===== src/rtl/pwm_ctrl.sv =====
// pwm_ctrl: configuration sequencer for the 16-bit pwm counter/comparator.
// The host fills shadow registers over a valid/ready port and commits; the new
// top/comp/mode/pol set is applied at the next period boundary (counter == 0).
// comp may ramp toward its target by a fixed step per period, and a mode
// change pulses a one-cycle restart into the pwm.
module pwm_ctrl #(
  parameter logic [15:0] RESET_TOP  = 16'hFFFF,
  parameter logic [15:0] RESET_COMP = 16'h0000
) (
  input  logic        clk,
  input  logic        rst,
  input  logic        wr_valid,
  output logic        wr_ready,
  input  logic [1:0]  wr_addr,
  input  logic [15:0] wr_data,
  input  logic        commit,
  input  logic [15:0] counter,
  output logic [15:0] top,
  output logic [15:0] comp,
  output logic        mode,
  output logic        pol,
  output logic        pwm_rst,
  output logic        busy,
  output logic        period_tick
);

  typedef enum logic [1:0] {
    IDLE    = 2'd0,
    PENDING = 2'd1,
    RAMP    = 2'd2
  } state_t;

  state_t      state;
  logic [15:0] sh_top;
  logic [15:0] sh_target;
  logic [15:0] sh_step;
  logic        sh_mode;
  logic        sh_pol;
  logic        pwm_rst_d;
  logic        boundary;
  logic [15:0] next_comp;

  // One step of comp toward tgt; differences are taken in 17 bits so the
  // comparison never wraps and the result clamps exactly on the target.
  function automatic logic [15:0] step_toward(input logic [15:0] cur,
                                              input logic [15:0] tgt,
                                              input logic [15:0] stp);
    logic [16:0] diff;
    logic [15:0] res;
    if (stp == 16'd0) begin
      res = tgt;
    end else if (tgt > cur) begin
      diff = {1'b0, tgt} - {1'b0, cur};
      res  = (diff <= {1'b0, stp}) ? tgt : (cur + stp);
    end else begin
      diff = {1'b0, cur} - {1'b0, tgt};
      res  = (diff <= {1'b0, stp}) ? tgt : (cur - stp);
    end
    return res;
  endfunction

  // A period boundary is counter == 0 outside the two cycles where a
  // restart pulse holds the pwm counter at 0, so each period counts once.
  assign boundary = (counter == 16'd0) && !pwm_rst && !pwm_rst_d;

  // Candidate comp value for the next boundary.
  always_comb begin
    next_comp = step_toward(comp, sh_target, sh_step);
  end

  // Sequencer: shadow writes, commit handling and glitch-free apply.
  always_ff @(posedge clk or posedge rst) begin
    if (rst) begin
      state       <= IDLE;
      top         <= RESET_TOP;
      comp        <= RESET_COMP;
      mode        <= 1'b0;
      pol         <= 1'b1;
      sh_top      <= RESET_TOP;
      sh_target   <= RESET_COMP;
      sh_step     <= 16'd0;
      sh_mode     <= 1'b0;
      sh_pol      <= 1'b1;
      pwm_rst     <= 1'b0;
      pwm_rst_d   <= 1'b0;
      busy        <= 1'b0;
      wr_ready    <= 1'b1;
      period_tick <= 1'b0;
    end else begin
      pwm_rst_d   <= pwm_rst;
      period_tick <= boundary;
      pwm_rst     <= 1'b0;
      case (state)
        IDLE: begin
          if (wr_valid && wr_ready) begin
            case (wr_addr)
              2'd0:    sh_top    <= wr_data;
              2'd1:    sh_target <= wr_data;
              2'd2:    sh_step   <= wr_data;
              2'd3: begin
                sh_mode <= wr_data[1];
                sh_pol  <= wr_data[0];
              end
              default: sh_top    <= sh_top;
            endcase
          end
          if (commit) begin
            state    <= PENDING;
            busy     <= 1'b1;
            wr_ready <= 1'b0;
          end
        end
        PENDING: begin
          if (boundary) begin
            top  <= sh_top;
            mode <= sh_mode;
            pol  <= sh_pol;
            comp <= next_comp;
            if (sh_mode != mode) begin
              pwm_rst <= 1'b1;
            end
            if ((next_comp == sh_target) || (sh_step == 16'd0)) begin
              state    <= IDLE;
              busy     <= 1'b0;
              wr_ready <= 1'b1;
            end else begin
              state <= RAMP;
            end
          end
        end
        RAMP: begin
          if (boundary) begin
            comp <= next_comp;
            if (next_comp == sh_target) begin
              state    <= IDLE;
              busy     <= 1'b0;
              wr_ready <= 1'b1;
            end
          end
        end
        default: begin
          state    <= IDLE;
          busy     <= 1'b0;
          wr_ready <= 1'b1;
        end
      endcase
    end
  end

endmodule


===== config.mk =====
export PLATFORM = sky130hd
export DESIGN_NAME = pwm_ctrl
export DESIGN_NICKNAME = d
export VERILOG_FILES = /design/src/rtl/pwm_ctrl.sv
export SDC_FILE = /design/constraint.sdc
export NUM_CORES = 1
export LEC_CHECK = 0
export BUFFER_PORTS_ARGS = -buffer_cell sky130_fd_sc_hd__buf_2
export CORE_AREA = 2 2 115 140
export DETAILED_ROUTE_END_ITERATION = 10
export DIE_AREA = 0 0 117 142
export PLACE_DENSITY = 0.74
export SYNTH_ARGS = -nofsm -noshare
export SYNTH_HDL_FRONTEND = slang
export SYNTH_SLANG_ARGS = --single-unit

===== constraint.sdc =====
create_clock -name clk -period 15.41 [get_ports clk]
set_input_delay 2.3115 -clock clk [delete_from_list [all_inputs] [get_ports clk]]
set_output_delay 2.3115 -clock clk [all_outputs]
set_load 0.01 [all_outputs]

==> flow_summary_export.csv <==
group,metric,value,unit
yosys,async_flop_share,1.00,
placed_design,dp_slack,9300,ps
route,drc,0,
timing,final_hold_viol_count,0,
grt,grt_max_degree,51,
grt,overflow,0,
yosys,ys.flop_type,"dfrtp_1",
critical_path,arrival,6470,ps
critical_path,start_kind,"flop",
critical_path,r2r-start,"comp[1]",
run_status,status,"completed",
timing,setup_viol,0,
power_and_ir_drop,leakagePower,4.07,nW
power_and_ir_drop,power,2.30,mW
critical_path,endpoint,"busy",
route,drtPass1Iterations,5,
critical_path,r2r_end,"busy",
timing,final.setup.tns,0,ps
power_and_ir_drop,power_density,254,nW/um^2
finish,fill_cells,1366,
route,drt_iter0_drc,642,
yosys,synth.distinct_cells,80,
placed_design,hpwl,20000,um
clock_tree,cts-resized-gates,0,
worst_hold_path,hp-class,"reg -> reg",
yosys,syn-num-nets,1068,
clock_tree,cts_root_buf,"clkbuf_16",
power_and_ir_drop,ir_drop,119,uV
timing,fin_ws,9170,ps
placed_design,gp_congestion,1.00,
floorplanning,die_w,117,um
critical_path,critPathRequiredTime,15640,ps
yosys,yosysWarnings,0,
floorplanning,rows,50,
clock_tree,clkLatencyLatePin,350,ps
timing,holdWs,440,ps
placed_design,port_buffers,75,
finish,syn_to_final_growth,10.0,%
floorplanning,start_util,0.537,
clock_tree,clk_pin_slew,80,ps
grt,track_usage,0.309,
timing,fmax,0.160,GHz
timing,slew_headroom,0.342,
route,wl_per_cell,21.2,um
placed_design,placed_cell_area,8740,um^2
route,vias_per_cell,6.20,
floorplanning,dieHeight,142,um
timing,skew,15.3,ps
timing,maxSlewViolCount,0,
finish,drive_gt1_frac,0.215,
route,ant_nets,0,
yosys,synthCells,930,
floorplanning,die-area,16600,um^2
critical_path,rrSetupSlack,9170,ps
clock_tree,htreeDepth,3,
timing,fin_crit,6240,ps
floorplanning,core,15300,um^2
clock_tree,clockBufferDepth,2,
grt,grt_pass1_wl,38600,um
route,num_vias,7394,
critical_path,reg2regPathDepth,24,
yosys,ys_seq_elements,91,
timing,tightest_slew,984,ps
yosys,yosysSeqAreaShare,0.282,
clock_tree,post_cts_buffers,0,
critical_path,path_class,"reg -> reg",
clock_tree,clkSinkCount,91,
floorplanning,ios,76,
clock_tree,cts_tree,"yes",
yosys,syn_area_per_cell,8.86,um^2
critical_path,crit_fanout,16,
timing,rsz0062_at_grt,"no",
finish,diodes,0,
clock_tree,cts_made_buffers,9,
grt,grt_pass1_vias,7093,
route,totalWireLength,25300,um
critical_path,crit_start,"comp[1]",
finish,nets,1117,
critical_path,worstSetupEndpointType,"flop",
finish,fin_area,9060,um^2
clock_tree,ctsHoldBuffers,0,
grt,antenna_found_initial,0,
yosys,synthesis.area,8240,um^2
job,maxCapViolations,0,
timing,min_period_over_period,0.405,
yosys,synth-edff-count,0,
==> worst max-delay path: stages (launching register included) <==
cell	delay, ps
dfrtp_1	610
inv_1	110
ha_1	330
nor2b_1	130
o21ai_0	200
a21boi_0	150
o21ai_0	160
nand2b_1	140
a221o_1	350
nand3_1	90
a21boi_0	120
nor2_1	140
xnor2_1	80
ha_1	330
nand4_1	150
nor4_1	390
a41oi_1	160
a31oi_1	200
and2_1	640
or3_1	270
o21ai_1	180
and3_1	240
nor4b_2	400
a31oi_1	190
mux2_1	340
==> placed cells by master (no fill, tap or decap), drive strengths merged, types with 13 or more instances in the layout <==
cell	n
buf	81
inv	76
nor3	14
dfstp	35
a221oi	13
ha	96
mux2	55
xnor2	52
a21oi	74
nand4	13
nand2	62
nor2	59
dfrtp	56
xor2	16
a211oi	14
nand3	17
o21ai	59
==> metal layers <==
metal / track usage / part of all wire / vias to the layer above
met2: 0.512 / 0.48 / 316
met4: 0.157 / 0.052 / 0
li1: - / - / 3449
met3: 0.0336 / 0.058 / 84
met1: 0.398 / 0.41 / 3545
met5: 0 / 0 / -
==> worst min-delay path by stage <==
stage,endpoint,depth (start not counted),slack (ps),from
after global routing,pwm_rst_d,0,460,pwm_rst
after CTS,pwm_rst_d,0,430,pwm_rst
after floorplan,pwm_rst_d,0,440,pwm_rst
after detailed placement,pwm_rst_d,0,400,pwm_rst
final,pwm_rst_d,0,440,pwm_rst
after global placement,pwm_rst_d,0,400,pwm_rst
==> final cells by class <==
class | count | area, um^2 | area share
Clock buffer | 11 | 254 | 0.0280
Multi-Input combinational cell | 722 | 5460 | 0.603
Tap cell | 208 | 260 | 0.0287
Timing Repair Buffer | 81 | 420 | 0.0464
Sequential cell | 91 | 2320 | 0.256
Inverter | 74 | 280 | 0.0309
Clock inverter | 5 | 65.1 | 0.00718
==> cells in the mapped netlist, types with 8 or more instances <==
library cell	n	area share
and3_1	9	0.0068
inv_1	71	0.032
a21o_1	8	0.0073
o31ai_1	9	0.0082
dfstp_2	35	0.11
xor2_1	16	0.017
xnor2_1	52	0.055
a21oi_1	72	0.044
nand4_1	13	0.0099
nor2b_1	12	0.0091
and2_1	8	0.0061
dfrtp_1	56	0.17
a31oi_1	9	0.0068
nand2b_1	11	0.0084
nor2_1	58	0.026
nor4_1	12	0.0091
a221oi_1	13	0.014
o21ai_0	54	0.033
nor3_1	14	0.0085
a211oi_1	13	0.012
nand3_1	17	0.010
mux2_2	53	0.072
o21bai_1	9	0.0082
ha_1	96	0.15
clkbuf_1	33	0.015
nand2_1	61	0.028
==> where the power goes <==
group | switching [mW] | internal, mW | total (mW) | leakage, nW
Clock | 0.103 | 0.138 | 0.241 | 0.158
Sequential | 0.0936 | 0.323 | 0.416 | 1.04
Combinational | 0.992 | 0.651 | 1.64 | 2.88
Total | 1.19 | 1.11 | 2.30 | 4.07
==> logic make-up (layout without fill, tap and decap cells) <==
family,count (synthesis),after routing,synth area share
buffers and inverters,117,171,0.0562
adders and majority gates,100,100,0.156
DFF,91,91,0.282
AOI/OAI and AO/OA,257,257,0.208
muxes,56,56,0.0764
xor gates and xnor gates,69,69,0.0751
and+or+nand+nor,240,240,0.147
==> per-stage QoR <==
stage | utilization | instances
6_report | 0.591 | 1192
5_1_grt | 0.591 | 1192
4_1_cts | 0.591 | 1192
3_5_place_dp | 0.570 | 1176
3_3_place_gp | 0.570 | 1176
2_1_floorplan | - | 930
==> sequential cells by signal, summed over array words and instances, names as in the netlist, 2 cells and up <==
register   count
sh_target     16
comp          16
state          2
sh_step       16
sh_top        16
top           16
Power figures use the tool's default switching activity.
